File: config.mk
export PLATFORM = sky130hd
export DESIGN_NAME = priority_code_decoder
export DESIGN_NICKNAME = d
export VERILOG_FILES = /design/src/rtl/prio_code_pkg.sv /design/src/rtl/code_to_onehot.sv /design/src/rtl/priority_code_decoder.sv
export SDC_FILE = /design/constraint.sdc
export NUM_CORES = 1
export LEC_CHECK = 0
export CAP_MARGIN = 20
export CORE_MARGIN = 8
export CORE_UTILIZATION = 25
export DETAILED_ROUTE_END_ITERATION = 8
export DONT_BUFFER_PORTS = 1
export GPL_TIMING_DRIVEN = 1
export PLACE_DENSITY = 0.35
export SETUP_SLACK_MARGIN = 0.05
export SLEW_MARGIN = 5
export SYNTH_ARGS = -nofsm -noshare
export SYNTH_HDL_FRONTEND = slang
export SYNTH_SLANG_ARGS = --single-unit
File: constraint.sdc
create_clock -name clk -period 2.5 [get_ports clk]
set_input_delay 0.125 -clock clk [delete_from_list [all_inputs] [get_ports clk]]
set_output_delay 0.125 -clock clk [all_outputs]
set_load 0.005 [all_outputs]
File: src/rtl/prio_code_pkg.sv
// Constants and state encoding shared by the priority encoder and its inverse decoder.
package prio_code_pkg;

  localparam int unsigned ONEHOT_W  = 16;
  localparam logic [7:0]  CODE_NONE = 8'hF0;
  localparam logic [7:0]  CODE_MAX  = 8'h0E;

  typedef enum logic {
    IDLE,
    HOLD
  } state_e;

endpackage

File: src/rtl/code_to_onehot.sv
// Combinational map from an 8-bit priority code to the minimal 16-bit vector
// that would produce it; bit 15 is the encoder's "none" marker, always set.
module code_to_onehot
  import prio_code_pkg::*;
(
  input  logic [7:0]          code_i,
  output logic [ONEHOT_W-1:0] onehot_o,
  output logic                malformed_o
);

  always_comb begin
    onehot_o    = '0;
    malformed_o = 1'b0;
    if (code_i <= CODE_MAX) begin
      onehot_o[ONEHOT_W-1] = 1'b1;
      onehot_o[code_i[3:0]] = 1'b1;
    end else if (code_i == CODE_NONE) begin
      onehot_o[ONEHOT_W-1] = 1'b1;
    end else begin
      malformed_o = 1'b1;
    end
  end

endmodule

File: src/rtl/priority_code_decoder.sv
// Accepts priority codes over valid/ready, holds the reconstructed vector for
// HOLD_CYCLES cycles, and flags/counts malformed codes.
module priority_code_decoder
  import prio_code_pkg::*;
#(
  parameter int unsigned HOLD_CYCLES = 4,
  parameter int unsigned CNT_W       = 8
) (
  input  logic                clk,
  input  logic                rst,
  input  logic [7:0]          code_in,
  input  logic                code_valid,
  output logic                code_ready,
  output logic [ONEHOT_W-1:0] onehot_out,
  output logic                out_valid,
  output logic                err,
  output logic [CNT_W-1:0]    err_count,
  output logic                busy
);

  state_e              state_q, state_d;
  logic [7:0]          cnt_q, cnt_d;
  logic [ONEHOT_W-1:0] onehot_q, onehot_d;
  logic                out_valid_q, out_valid_d;
  logic                err_q, err_d;
  logic [CNT_W-1:0]    err_cnt_q, err_cnt_d;

  logic [ONEHOT_W-1:0] dec_onehot;
  logic                dec_malformed;

  code_to_onehot u_dec (
    .code_i      (code_in),
    .onehot_o    (dec_onehot),
    .malformed_o (dec_malformed)
  );

  always_comb begin
    state_d     = state_q;
    cnt_d       = cnt_q;
    onehot_d    = onehot_q;
    out_valid_d = out_valid_q;
    err_d       = 1'b0;
    err_cnt_d   = err_cnt_q;
    unique case (state_q)
      IDLE: begin
        if (code_valid) begin
          if (dec_malformed) begin
            err_d = 1'b1;
            if (err_cnt_q != '1) err_cnt_d = err_cnt_q + CNT_W'(1);
          end else begin
            onehot_d    = dec_onehot;
            out_valid_d = 1'b1;
            cnt_d       = 8'(HOLD_CYCLES - 1);
            state_d     = HOLD;
          end
        end
      end
      HOLD: begin
        // Counter reaching zero marks the last held cycle; clear on the following edge.
        if (cnt_q == '0) begin
          onehot_d    = '0;
          out_valid_d = 1'b0;
          state_d     = IDLE;
        end else begin
          cnt_d = cnt_q - 8'd1;
        end
      end
      default: state_d = IDLE;
    endcase
  end

  always_ff @(posedge clk) begin
    if (rst) begin
      state_q     <= IDLE;
      cnt_q       <= '0;
      onehot_q    <= '0;
      out_valid_q <= 1'b0;
      err_q       <= 1'b0;
      err_cnt_q   <= '0;
    end else begin
      state_q     <= state_d;
      cnt_q       <= cnt_d;
      onehot_q    <= onehot_d;
      out_valid_q <= out_valid_d;
      err_q       <= err_d;
      err_cnt_q   <= err_cnt_d;
    end
  end

  assign code_ready = (state_q == IDLE) && !rst;
  assign onehot_out = onehot_q;
  assign out_valid  = out_valid_q;
  assign err        = err_q;
  assign err_count  = err_cnt_q;
  assign busy       = (state_q == HOLD);

endmodule

==> impl_metrics.json <==
{
  "status": "complete, no violations",
  "dpl_worst_slack_ps": 595.8,
  "finalSetupViolations": 0,
  "nFillCells": 723,
  "seq_area_um2": 700.7,
  "antenna_found_initial": 0,
  "startpoint_type": "flop",
  "yosys.area.top_type_share": 0.4029,
  "path_max_fanout": 17,
  "fin_crit_sh": 0.7678,
  "antenna_left": 0,
  "placed_area_mm2": 0.001797,
  "grt_max_degree": 36,
  "rsz0062_at_grt": "no",
  "timing.final.ws_setup_ps": 580.4,
  "die_w_um": 99.41,
  "path_cells": "inv_1 > ha_1 > nor3b_1 > nand3_1 > buf_4 > o211ai_1 > a21oi_1",
  "dp.cells": 266,
  "fmax_mhz": 520.9,
  "async_reset_ff_frac": 0,
  "synthXorXnorAreaFrac": 0.02014,
  "cts-buffers-inserted": 5,
  "cp_slowest_cell": "nor3b_1",
  "drt_iter0_drc": 71,
  "drc": 0,
  "final_util": 0.2896,
  "ir_drop_v": 0.0001875,
  "htreeDepth": 2,
  "syn_area_per_cell_um2": 8.919,
  "synth.distinct_cells": 45,
  "synthCells": 195,
  "required_ps": 2680,
  "cts_sinks": 35,
  "synth_ff_type": "dfxtp_1",
  "wl_um": 4847,
  "power_leakage_nw": 0.5788,
  "nNetsFinal": 212,
  "synth_top_family_by_area": "compound AO/OA/AOI/OAI gates",
  "whs_ps": 13.55,
  "yosys.area.top_type": "dfxtp_1",
  "slew_headroom": 0.4267,
  "cts_buffer_depth": 2,
  "drv_slew": 0,
  "synth_mux_area_frac": 0.005755,
  "hold_class": "primary input to flop",
  "io_buffers": 0,
  "power.density_mw_per_mm2": 561.3,
  "die_height_um": 99.41,
  "place_congestion": 0.7819,
  "syn_nets": 209,
  "power_mw": 1.098,
  "clk_latency_ps": 290,
  "clock-root-buffer": "clkbuf_8",
  "critPathCaptureType": "flop",
  "start_util": 0.2574,
  "grt_use_total": 0.1027,
  "grt_pass1_wl_um": 8066,
  "drive_gt1_frac": 0.1558,
  "grt_pass1_vias": 1506,
  "fin_area_mm2": 0.001957,
  "synth_commonest_cells": "dfxtp_1 (35), a21oi_1 (27), nand2_1 (16)",
  "final_cells": 279,
  "synth_compound_gate_area_share": 0.2655,
  "ys_ff_latch": 35,
  "clk_pin_slew_ps": 70,
  "yosysSeqAreaShare": 0.4029,
  "worst-slew-pin-transition_ps": 860.0,
  "hold_viol_final": 0,
  "maxCapViolCount": 0,
  "cpPeakStageDelay_ps": 590,
  "dieArea_mm2": 0.009881,
  "grt_overflow": 0,
  "arrival_ps": 2100,
  "fin_worst_skew_ps": 6.533,
  "multi_input_area_um2": 954.7,
  "design.core.area_mm2": 0.006756,
  "netlist_area_mm2": 0.001739,
  "yosys.area_share.adder": 0.02158,
  "via_count": 1520,
  "ys_warn_count": 0,
  "ys_top_cells_by_area": "dfxtp_1 (40%), a21oi_1 (7.8%), o211ai_2 (6.5%), nand2_1 (3.5%), nand4_1 (2.9%)",
  "period_needed_ps": 1920,
  "synth-edff-count": 0,
  "cts_tree": "yes",
  "row_count": 30,
  "wl_per_cell_um": 17.37,
  "tns_ps": 0,
  "num_io_pins": 39,
  "syn2layout_area_growth_pct": 12.52,
  "synthSimpleGateAreaFrac": 0.2360,
  "hpwl_um": 3450,
  "synth_most_common_cell": "dfxtp_1",
  "diodes": 0,
  "dr.pass1.iters": 5,
  "vias_per_cell": 5.448,
  "path_class": "flop to flop"
}
## sequential cells by signal, summed over array words and instances (netlist names)
| signal | flops |
|---|---|
| busy | 1 |
| cnt_q | 8 |
| err | 1 |
| err_count | 8 |
| onehot_out | 16 |
| out_valid | 1 |
## report_power, final
group	switching, mW	total [mW]	internal [mW]	leakage [nW]
clock network	0.203	0.455	0.252	0.0515
logic	0.0474	0.0732	0.0258	0.245
registers	0.00684	0.570	0.563	0.283
total	0.258	1.10	0.841	0.579
## final timing paths
kind | startpoint | to | slack, ps | depth (start not counted)
worst max register to register | cnt_q[0] | onehot_out[3] | 580 | 7
worst max-delay path | cnt_q[0] | onehot_out[3] | 580 | 7
worst min-delay path | code_in[3] | onehot_out[13] | 10 | 2
worst min register to register | onehot_out[15] | onehot_out[15] | 490 | 2
## repair_timing
action / in CTS / in global routing
hold endpoints to repair: 35 / 0
gates resized for setup: 0 / 0
hold buffers: 5 / 0
setup buffers: 0 / 0
## worst max-delay path: cells and delay by family, from the launching register on
family,cells,cell delay (ps)
flip-flops,1,330
AND/OR/NAND/NOR,2,740
buffers and inverters,2,350
AO/OA/AOI/OAI,2,220
adder cells (fa/ha/maj),1,170
## routing by layer
metal | global-route usage | vias to the layer above | routed length [µm]
li1 | - | 743 | -
met1 | 0.1174 | 730 | 2081
met5 | 0 | - | 0
met2 | 0.1581 | 41 | 2233
met3 | 0.05656 | 6 | 466
met4 | 0.03492 | 0 | 65
## logic make-up after synthesis
| kind of cell | Yosys count |
|---|---|
| buf+inv | 17 |
| compound gates | 63 |
| mux | 1 |
| fa+ha+maj | 3 |
| flops | 35 |
| simple gates | 72 |
| xor+xnor | 4 |
## placed cells by master, fill, tap and decap left out, drive strengths merged, types with 2 or more instances in the layout
master        n
dfxtp        35
ha            3
nor3          6
dlygate4sd3   4
o31ai         3
or4           5
inv           5
a21oi        27
nor3b         2
a31oi         2
a31o          3
and4          2
nand2        16
nand3         6
o21ai         3
o211ai       15
a211oi        3
nor4          4
clkbuf        8
xnor2         4
or3           3
nor2         10
buf           4
nor2b         3
nand4         8
## area by class of cell
type / instances / share of cell area
Multi-Input combinational cell: 143 / 0.4879
Timing Repair Buffer: 8 / 0.04220
Clock buffer: 8 / 0.05115
Sequential cell: 35 / 0.3581
Tap cell: 80 / 0.05115
Inverter: 5 / 0.009591
(Power assumes the default switching activity.)
